[src/rtl/boot_request_pkg.sv]
// Shared types and constants for the boot request block: FSM state encoding,
// default timing parameters, flash address width and the slot-to-address helper.
package boot_request_pkg;

  localparam int ADDR_W                  = 24;
  localparam int DEF_DEBOUNCE_CYCLES     = 65536;
  localparam int DEF_HOLD_CYCLES         = 1024;
  localparam int DEF_LOCK_CYCLES         = 32;
  localparam int DEF_SLOT_SHIFT          = 19;

  typedef enum logic [1:0] {
    IDLE = 2'd0,
    ARM  = 2'd1,
    FIRE = 2'd2,
    LOCK = 2'd3
  } state_t;

  // Flash start address of a slot: zero-extended slot number shifted by the
  // slot size, with anything above the 24-bit address space dropped.
  function automatic logic [ADDR_W-1:0] slot_addr(input logic [3:0] target, input int shift);
    logic [ADDR_W-1:0] base;
    base = ADDR_W'(target);
    return base << shift;
  endfunction

endpackage

[src/rtl/boot_request_debounce.sv]
// Two-flop synchronizer followed by a counting debouncer for the active-low
// boot button. Emits the accepted (stable) level and a one-cycle press pulse
// on each accepted high-to-low transition.
module debounce
  import boot_request_pkg::*;
#(
  parameter int DEBOUNCE_CYCLES = DEF_DEBOUNCE_CYCLES
) (
  input  logic clock,
  input  logic reset,
  input  logic button,
  output logic stable,
  output logic press
);

  localparam int CNT_W = (DEBOUNCE_CYCLES > 2) ? $clog2(DEBOUNCE_CYCLES) : 1;
  localparam logic [CNT_W-1:0] LAST = CNT_W'(DEBOUNCE_CYCLES - 1);

  logic             meta;
  logic             sync;
  logic [CNT_W-1:0] count;

  // Bring the asynchronous button into the clock domain; idle level is released (1).
  always_ff @(posedge clock or negedge reset) begin
    if (!reset) begin
      meta <= 1'b1;
      sync <= 1'b1;
    end else begin
      meta <= button;
      sync <= meta;
    end
  end

  // Accept a new level only after it has been seen on DEBOUNCE_CYCLES consecutive samples.
  always_ff @(posedge clock or negedge reset) begin
    if (!reset) begin
      stable <= 1'b1;
      count  <= '0;
      press  <= 1'b0;
    end else begin
      press <= 1'b0;
      if (sync == stable) begin
        count <= '0;
      end else if (count == LAST) begin
        stable <= sync;
        count  <= '0;
        press  <= ~sync;
      end else begin
        count <= count + 1'b1;
      end
    end
  end

endmodule

[src/rtl/boot_request.sv]
// Boot request controller: turns a debounced button press (golden slot 0) or a
// software go strobe (selected slot) into a frozen flash address, a fixed hold
// period, a single registered reboot pulse and a lockout window.
module boot_request
  import boot_request_pkg::*;
#(
  parameter int DEBOUNCE_CYCLES = DEF_DEBOUNCE_CYCLES,
  parameter int HOLD_CYCLES     = DEF_HOLD_CYCLES,
  parameter int LOCK_CYCLES     = DEF_LOCK_CYCLES,
  parameter int SLOT_SHIFT      = DEF_SLOT_SHIFT
) (
  input  logic              clock,
  input  logic              reset,
  input  logic              button,
  input  logic              sel_we,
  input  logic [3:0]        sel_d,
  input  logic              go,
  output logic [3:0]        slot,
  output logic              busy,
  output logic [ADDR_W-1:0] spi_addr,
  output logic              reboot
);

  localparam int CNT_MAX = (HOLD_CYCLES > LOCK_CYCLES) ? HOLD_CYCLES : LOCK_CYCLES;
  localparam int CNT_W   = $clog2(CNT_MAX) + 1;
  localparam logic [CNT_W-1:0] HOLD_LAST = CNT_W'(HOLD_CYCLES - 1);
  localparam logic [CNT_W-1:0] LOCK_LAST = CNT_W'(LOCK_CYCLES - 1);

  state_t           state;
  logic [CNT_W-1:0] count;
  logic             button_level;
  logic             press;
  logic             press_evt;

  debounce #(
    .DEBOUNCE_CYCLES(DEBOUNCE_CYCLES)
  ) u_debounce (
    .clock (clock),
    .reset (reset),
    .button(button),
    .stable(button_level),
    .press (press)
  );

  // The press pulse is issued together with the stable level going low; requiring
  // both means a pulse can never be honoured against a released button.
  assign press_evt = press & ~button_level;

  // Request FSM; every output is a register so reboot and busy are glitch-free.
  always_ff @(posedge clock or negedge reset) begin
    if (!reset) begin
      state    <= IDLE;
      count    <= '0;
      slot     <= 4'd0;
      spi_addr <= '0;
      reboot   <= 1'b0;
      busy     <= 1'b0;
    end else begin
      reboot <= 1'b0;
      case (state)
        IDLE: begin
          if (sel_we) begin
            slot <= sel_d;
          end
          // A button press always requests the golden image and beats go.
          if (press_evt) begin
            spi_addr <= slot_addr(4'd0, SLOT_SHIFT);
            state    <= ARM;
            busy     <= 1'b1;
            count    <= '0;
          end else if (go) begin
            // A slot written in the same cycle as go is the one that gets booted.
            spi_addr <= slot_addr(sel_we ? sel_d : slot, SLOT_SHIFT);
            state    <= ARM;
            busy     <= 1'b1;
            count    <= '0;
          end
        end
        ARM: begin
          if (count == HOLD_LAST) begin
            state  <= FIRE;
            reboot <= 1'b1;
            count  <= '0;
          end else begin
            count <= count + 1'b1;
          end
        end
        FIRE: begin
          state <= LOCK;
          count <= '0;
        end
        LOCK: begin
          if (count == LOCK_LAST) begin
            state <= IDLE;
            busy  <= 1'b0;
            count <= '0;
          end else begin
            count <= count + 1'b1;
          end
        end
        default: begin
          state <= IDLE;
          busy  <= 1'b0;
          count <= '0;
        end
      endcase
    end
  end

endmodule

[config.mk]
export PLATFORM = sky130hd
export DESIGN_NAME = boot_request
export DESIGN_NICKNAME = d
export VERILOG_FILES = /design/src/rtl/boot_request_pkg.sv /design/src/rtl/boot_request_debounce.sv /design/src/rtl/boot_request.sv
export SDC_FILE = /design/constraint.sdc
export NUM_CORES = 1
export LEC_CHECK = 0
export ABC_CLOCK_PERIOD_IN_PS = 5200
export BUFFER_PORTS_ARGS = -buffer_cell sky130_fd_sc_hd__buf_2
export CAP_MARGIN = 20
export CORE_MARGIN = 5
export CORE_UTILIZATION = 45
export CTS_CLUSTER_DIAMETER = 30
export CTS_CLUSTER_SIZE = 16
export DETAILED_ROUTE_END_ITERATION = 7
export GPL_TIMING_DRIVEN = 0
export PLACE_DENSITY_LB_ADDON = 0.1
export SYNTH_ARGS = -nofsm -noshare
export SYNTH_HDL_FRONTEND = slang
export SYNTH_HIERARCHICAL = 1
export SYNTH_SLANG_ARGS = --single-unit
[constraint.sdc]
create_clock -name clock -period 5.2 [get_ports clock]
set_input_delay 0.26 -clock clock [delete_from_list [all_inputs] [get_ports clock]]
set_output_delay 0.26 -clock clock [all_outputs]
set_load 0.05 [all_outputs]
==> results.rst, run 1 <==
.. list-table::
   :header-rows: 1

   * - Metric
     - Value
   * - Switching component of the power
     - 0.170 mW
   * - Fraction of synthesized cell area taken by the top area cell type
     - 41.6%
   * - Share of total power consumed by net switching
     - 23.7%
   * - Routability congestion estimate from global placement
     - 0.807
   * - Share of power burned in combinational logic
     - 9.3%
   * - Commonest register cell after synthesis
     - dfrtp_1
   * - Number of buffers on the longest clock path
     - 2
   * - Post CTS Setup Buffer Count
     - 0
   * - Mapped Area
     - 0.00240 mm²
   * - Final Hold Fails
     - 0
   * - Pins over their slew limit
     - 0
   * - Worst Reg2Reg Path Length in Cells
     - 6
   * - Final Net Count
     - 302
   * - Post-synth EDFFs
     - 0
   * - Setup skew after layout
     - 9.60 ps
   * - Post-synthesis cell type count
     - 48
   * - Data arrival time of the worst path
     - 2190 ps
   * - Worst-Margin Slew
     - 510 ps
   * - Final setup margin
     - 3200 ps
   * - Synth warn
     - 6
   * - Deepest level of the CTS H-tree
     - 2
   * - Cell depth of the worst min-delay path
     - 1
   * - Mean Syn Cell Area
     - 9.94 µm²
   * - Top-Level Pins
     - 39
   * - Synth Register Bits
     - 43
   * - Worst R2R Setup Slack
     - 3200 ps
   * - WL final
     - 4490 µm
   * - Critical R2R Capture
     - count[2]$_DFFE_PN0P_
   * - Number of antenna violations at the first check in global routing
     - 0
   * - Proportion of layout cells with a drive suffix above 1
     - 22.6%
   * - Area of the core
     - 0.00514 mm²
   * - Type of destination of the critical path
     - flip-flop
   * - Ratio of final minimum period to clock period
     - 38.4%
   * - Pin count of the biggest net entering global routing
     - 44
   * - Worst Hold Endpoint
     - u_debounce/meta$_DFF_PN1_
   * - DR vias/cell
     - 4.94
   * - Core Rows
     - 26
   * - DRT antenna net count
     - 0
   * - Startpoint Class
     - flip-flop
   * - Die boundary width
     - 83.1 µm
   * - Cell internal pwr
     - 0.548 mW
   * - Number of global-route vias before repair
     - 1707
   * - Number of port buffers
     - 17
   * - Period minus WS final
     - 2000 ps
   * - Max Clk Rate
     - 0.501 GHz
   * - Pwr/cell area
     - 255 mW/mm²
   * - Count of inserted antenna diode cells
     - 0
   * - Hold Crit Class
     - input pin to flip-flop
   * - Max-capacitance violation count
     - 0
   * - Total of hold buffers inserted after clock tree synthesis
     - 0
   * - Beginning of the critical path
     - count[0]$_DFFE_PN0P_
   * - Die Y-Extent
     - 83.1 µm
   * - Post-CTS resize count
     - 0
   * - Result of the run
     - complete, no violations
   * - Clock root cell
     - clkbuf_8
   * - Reg-to-reg startpoint
     - count[0]$_DFFE_PN0P_
   * - Worst-path maximum fanout
     - 8
   * - Wire length per cell after detailed routing
     - 12.5 µm
   * - GRT overflow
     - 0
   * - Share of power burned in the clock network
     - 43.5%
   * - Effective utilization at floorplan
     - 46.8%
   * - First-pass GRT wire length
     - 7890 µm
   * - Number of setup violations in the final report
     - 0
   * - Drt pass-1 iters
     - 4
   * - Hold Crit Start
     - button
   * - Number of CTS-inserted buffers
     - 5
   * - Drt initial violations
     - 65
   * - Worst slew margin relative to its limit
     - 65.6%
   * - Most area-consuming cells after synthesis
     - dfrtp_1 (42%), buf_4 (6.2%), nor2_1 (3.6%)
   * - Clk pin slew, worst setup/hold paths
     - 90 ps
   * - CTS tree
     - yes
   * - RSZ-0062 raised after global routing
     - no
   * - Layout filler cell count
     - 474
   * - Final HPWL from detailed placement
     - 3270 µm
   * - Setup TNS after final layout
     - 0 ps
   * - Area growth syn-to-layout
     - 17.1%
   * - Cell taking the most area after synthesis
     - dfrtp_1
   * - GRT Overall Usage
     - 13.6%
   * - Worst-Skew Late Latency
     - 300 ps
   * - TritonCTS Sinks
     - 43
   * - Leakage
     - 1.26 nW
   * - DRC Markers
     - 0
   * - Full die area
     - 0.00691 mm²
   * - Kind of critical path
     - flip-flop to flip-flop
   * - Vias
     - 1769
   * - Fraction of power consumed by sequential logic
     - 47.3%
   * - Peak VDD IR
     - 156 µV
   * - Cells after Synth
     - 242
   * - CP required
     - 5390 ps
   * - Pre-CTS WS
     - 3240 ps
   * - Sequential-to-total area share from yosys stat
     - 44.9%
   * - Share of synthesized flip-flops with an asynchronous set or reset
     - 100%
-- power by group through the flow --
stage                     clock network [mW]  registers [mW]  logic, mW
after global placement                     0           0.346     0.0641
after floorplan                            0           0.346     0.0527
final                                  0.312           0.340     0.0667
after detailed placement                   0           0.346     0.0645
after global routing                   0.333           0.340     0.0721
after CTS                              0.320           0.340     0.0645
-- cell usage after synthesis, types with 2 or more instances --
library cell and count:
o311ai_1 2, nor2b_1 2, o21ai_0 14, ha_1 6, dfrtp_1 40, inv_1 11
nor4_1 3, nand2_1 20, nand4_1 9, nor2_1 23, buf_2 2, clkbuf_1 3
a21oi_1 11, xor2_1 8, or3_1 5, o2111ai_1 2, nand3_1 9, buf_4 20
a41oi_4 2, dfstp_2 3, and4_1 4, xnor2_1 4, o31ai_1 4, a31oi_1 2
buf_6 2, and3_1 2, mux2i_1 4, and2_1 3, o211ai_1 3
-- final cells by class --
cell class	instances	area, µm²	share of cell area [%]
Timing Repair Buffer	19	115	4.09
Tap cell	70	87.6	3.11
Buffer	27	194	6.89
Clock inverter	3	67.6	2.40
Multi-Input combinational cell	180	1160	41.2
Sequential cell	43	1080	38.4
Clock buffer	5	68.8	2.44
Inverter	11	41.3	1.47
-- placed cells by master, fill, tap and decap left out, types with 5 or more instances in the layout --
cell type	n
a21oi_1	11
buf_2	19
buf_4	20
clkbuf_8	5
conb_1	20
dfrtp_1	40
ha_1	6
inv_1	11
nand2_1	20
nand3_1	9
nand4_1	9
nor2_1	23
o21ai_0	14
or3_1	5
xor2_1	8
-- metrics by stage --
stage               cells  total power [mW]  util [%]  cell area (µm²)  hold slack, ps
finish                358             0.718      54.8             2820            60.9
CTS                   356             0.724      54.2             2790            48.2
global route          358             0.745      54.8             2820            42.4
global placement      348             0.410      51.5             2650             351
detailed placement    348             0.411      51.5             2650             354
floorplan             261             0.398         -             2480           -35.6
-- worst max-delay path by stage --
stage	endpoint	slack, ps
after floorplan	state[1]$_DFFE_PN0P_	3410
after global placement	count[2]$_DFFE_PN0P_	3230
after detailed placement	count[2]$_DFFE_PN0P_	3240
after CTS	count[2]$_DFFE_PN0P_	3200
after global routing	count[2]$_DFFE_PN0P_	3080
final	count[2]$_DFFE_PN0P_	3200
-- cell families (layout without fill, tap and decap cells) --
logic type	Yosys count	count (layout)	share of synthesized area, %
AND/OR/NAND/NOR	90	90	21.1
AO/OA/AOI/OAI	46	46	13.8
flip-flops	43	43	44.9
buffers and inverters	38	65	9.78
XOR/XNOR	12	12	4.37
adder cells (fa/ha/maj)	6	6	3.12
multiplexers	6	6	2.76
other	1	20	0.156
-- worst max-delay path: stages (launching register included) --
cell	delay (ps)
dfrtp_1	410
ha_1	270
and4_1	220
buf_6	140
a41oi_4	370
nor2_1	200
o311ai_1	290
-- layer usage --
| layer | part of all wire, % | GRT usage, % | vias to the layer above |
|---|---|---|---|
| met2 | 49 | 22.2 | 22 |
| met4 | 1.3 | 6.09 | 0 |
| li1 | - | - | 912 |
| met3 | 3.1 | 3.66 | 5 |
| met5 | 0 | 0 | - |
| met1 | 47 | 16.9 | 830 |
-- sequential cells by signal, summed over array words and instances, names as in the netlist --
| signal | flops |
|---|---|
| u_debounce/meta | 1 |
| u_debounce/press | 1 |
| count | 11 |
| slot | 4 |
| u_debounce/stable | 1 |
| busy | 1 |
| u_debounce/count | 16 |
| reboot | 1 |
| state | 2 |
| spi_addr | 4 |
| u_debounce/sync | 1 |
Power figures use the tool's default switching activity.
==> run 2: changes to the inputs <==
ABC_CLOCK_PERIOD_IN_PS = 1900   (was 5200)
clock period = 1.9 ns   (was 5.2 ns; I/O delays follow)
==> results.rst, run 2 (synthesis results as in run 1) <==
.. list-table::
   :header-rows: 1

   * - Metric
     - Value
   * - Period minus WS final
     - 1850 ps (was 2000 ps)
   * - Wire length per cell after detailed routing
     - 12.7 µm (was 12.5 µm)
   * - Routability congestion estimate from global placement
     - 0.807 (unchanged)
   * - Number of CTS-inserted buffers
     - 5 (unchanged)
   * - Worst-Margin Slew
     - 509 ps (was 510 ps)
   * - CTS tree
     - yes (unchanged)
   * - Die Y-Extent
     - 83.1 µm (unchanged)
   * - Proportion of layout cells with a drive suffix above 1
     - 25.0% (was 22.6%)
   * - Leading cell types in the layout, fill and taps excluded
     - dfrtp_1 (40), buf_4 (23), nor2_1 (22) (was dfrtp_1 (40), nor2_1 (23), nand2_1 (20), buf_4 (20), conb_1 (20))
   * - Combined area of the multi-input logic cells
     - 0.00118 mm² (was 0.00116 mm²)
   * - Most frequent standard cell in the layout excluding fill and tap cells
     - dfrtp_1 (unchanged)
   * - Final setup margin
     - 46.1 ps (was 3200 ps)
   * - Type of destination of the critical path
     - flip-flop (unchanged)
   * - Share of power burned in combinational logic
     - 9.3% (about the same)
   * - Fraction of power consumed by sequential logic
     - 47.2% (was 47.3%)
   * - Worst R2R Setup Slack
     - 50 ps (was 3200 ps)
   * - Drt pass-1 iters
     - 4 (unchanged)
   * - Cell internal pwr
     - 1.50 mW (was 0.548 mW)
   * - Max FFs per register
     - 16 (unchanged)
   * - Pin count of the biggest net entering global routing
     - 44 (unchanged)
   * - Data arrival time of the worst path
     - 2040 ps (was 2190 ps)
   * - Area of the core
     - 0.00514 mm² (unchanged)
   * - DRT antenna net count
     - 0 (unchanged)
   * - RSZ-0062 raised after global routing
     - yes (was no)
   * - Biggest registers after layout
     - u_debounce/count (16), count (11) (unchanged)
   * - Result of the run
     - complete, no violations (unchanged)
   * - Final Hold Fails
     - 0 (unchanged)
   * - CP required
     - 2090 ps (was 5390 ps)
   * - Full die area
     - 0.00691 mm² (unchanged)
   * - Cell depth of the worst min-delay path
     - 3 (was 1)
   * - Hold Crit Class
     - input pin to flip-flop (unchanged)
   * - GRT Overall Usage
     - 13.7% (was 13.6%)
   * - Clock root cell
     - clkbuf_8 (unchanged)
   * - Peak VDD IR
     - 426 µV (was 156 µV)
   * - Critical R2R Capture
     - state[1]$_DFFE_PN0P_ (was count[2]$_DFFE_PN0P_)
   * - Setup skew after layout
     - 9.69 ps (was 9.60 ps)
   * - Worst-Skew Late Latency
     - 300 ps (about the same)
   * - Kind of critical path
     - flip-flop to flip-flop (unchanged)
   * - Final total power
     - 1.97 mW (was 0.718 mW)
   * - Leakage
     - 1.28 nW (was 1.26 nW)
   * - Worst Hold Endpoint
     - slot[2]$_DFFE_PN0P_ (was u_debounce/meta$_DFF_PN1_)
   * - Core Rows
     - 26 (unchanged)
   * - DR vias/cell
     - 5.00 (was 4.94)
   * - TritonCTS Sinks
     - 43 (unchanged)
   * - Number of port buffers
     - 17 (unchanged)
   * - WL final
     - 4590 µm (was 4490 µm)
   * - Max Clk Rate
     - 0.539 GHz (was 0.501 GHz)
   * - Pre-CTS WS
     - -61.2 ps (was 3240 ps)
   * - Drt initial violations
     - 88 (was 65)
   * - Worst Reg2Reg Path Length in Cells
     - 6 (unchanged)
   * - Die boundary width
     - 83.1 µm (unchanged)
   * - Reg area
     - 0.00108 mm² (unchanged)
   * - Number of setup violations in the final report
     - 0 (unchanged)
   * - Worst-path maximum fanout
     - 7 (was 8)
   * - Count of inserted antenna diode cells
     - 0 (unchanged)
   * - Top-Level Pins
     - 39 (unchanged)
   * - Ratio of final minimum period to clock period
     - 97.6% (was 38.4%)
   * - Number of antenna violations at the first check in global routing
     - 0 (unchanged)
   * - Number of global-route vias before repair
     - 1700 (was 1707)
   * - Vias
     - 1810 (was 1769)
   * - Layout filler cell count
     - 473 (was 474)
   * - Register name with the most flops
     - u_debounce/count (unchanged)
   * - Switching component of the power
     - 0.469 mW (was 0.170 mW)
   * - Deepest level of the CTS H-tree
     - 2 (unchanged)
   * - Startpoint Class
     - flip-flop (unchanged)
   * - First-pass GRT wire length
     - 7940 µm (was 7890 µm)
   * - Pins over their slew limit
     - 0 (unchanged)
   * - Final HPWL from detailed placement
     - 3270 µm (unchanged)
   * - Worst slew margin relative to its limit
     - 65.7% (was 65.6%)
   * - Share of power burned in the clock network
     - 43.5% (about the same)
   * - Reg-to-reg startpoint
     - count[0]$_DFFE_PN0P_ (unchanged)
   * - Max-capacitance violation count
     - 0 (unchanged)
   * - Effective utilization at floorplan
     - 46.8% (unchanged)
   * - Area growth syn-to-layout
     - 19.4% (was 17.1%)
   * - Clk pin slew, worst setup/hold paths
     - 90 ps (about the same)
   * - Pwr/cell area
     - 687 mW/mm² (was 255 mW/mm²)
   * - DRC Markers
     - 0 (unchanged)
   * - GRT overflow
     - 0 (unchanged)
   * - Number of buffers on the longest clock path
     - 2 (unchanged)
   * - Share of total power consumed by net switching
     - 23.8% (was 23.7%)
   * - Final Net Count
     - 306 (was 302)
   * - Hold Crit Start
     - sel_d[2] (was button)
## run 2: worst max-delay path by stage
stage,cells past startpoint,startpoint,end,slack (ps)
floorplan,6,count[0]$_DFFE_PN0P_,state[1]$_DFFE_PN0P_,110
global placement,6,count[0]$_DFFE_PN0P_,count[2]$_DFFE_PN0P_,-70
detailed placement,6,count[0]$_DFFE_PN0P_,count[2]$_DFFE_PN0P_,-60
CTS,6,count[0]$_DFFE_PN0P_,state[1]$_DFFE_PN0P_,20
global route,6,count[0]$_DFFE_PN0P_,state[1]$_DFFE_PN0P_,-40
finish,6,count[0]$_DFFE_PN0P_,state[1]$_DFFE_PN0P_,50
## run 2: per-stage QoR
stage | util, % | TNS, ps | instance area (µm²) | cells | hold WS (ps)
floorplan | - | 0 | 2480 | 261 | -201
global placement | 51.5 | -140 | 2650 | 348 | 202
detailed placement | 51.5 | -116 | 2650 | 348 | 201
CTS | 54.8 | 0 | 2820 | 359 | 139
global route | 55.8 | -80.6 | 2870 | 362 | 167
finish | 55.8 | 0 | 2870 | 362 | 144
## run 2: area by class of cell
cell class / instances / area share (%)
clock buffer: 5 / 2.40
tap: 70 / 3.05
inverter: 11 / 1.44
sequential: 43 / 37.6
clock inverter: 3 / 2.35
buffer: 27 / 6.80
multi-input combinational: 180 / 41.2
timing repair buffer: 23 / 5.14
## run 2: worst max-delay path, cell delays in order (launching register included)
cell and delay [ps]:
dfrtp_1 430, ha_4 190, and4_1 210, buf_6 140
a41oi_4 180, nor3_4 290, mux2_4 320
## run 2: per-layer routing
layer	wire length [µm]	GRT usage [%]	part of all wire (%)
met1	2070	16.9	45
met2	2280	22.4	50
met3	178	3.56	3.9
met4	59	6.09	1.3
met5	0	0	0
## run 2: power by group through the flow
stage / sequential (mW) / combinational, mW / clock [mW]
2_1_floorplan: 0.946 / 0.144 / 0
3_3_place_gp: 0.947 / 0.176 / 0
3_5_place_dp: 0.947 / 0.176 / 0
4_1_cts: 0.929 / 0.180 / 0.875
5_1_grt: 0.931 / 0.199 / 0.910
6_report: 0.929 / 0.184 / 0.857
## run 2: timing repair
action / CTS / global route
pin swaps: 3 / 2
endpoints found under the setup margin: 3 / 10
endpoints found under the hold margin: 41 / 0
hold buffers: 2 / 0
buffers inserted: 1 / 2
gates resized for setup: 1 / 6
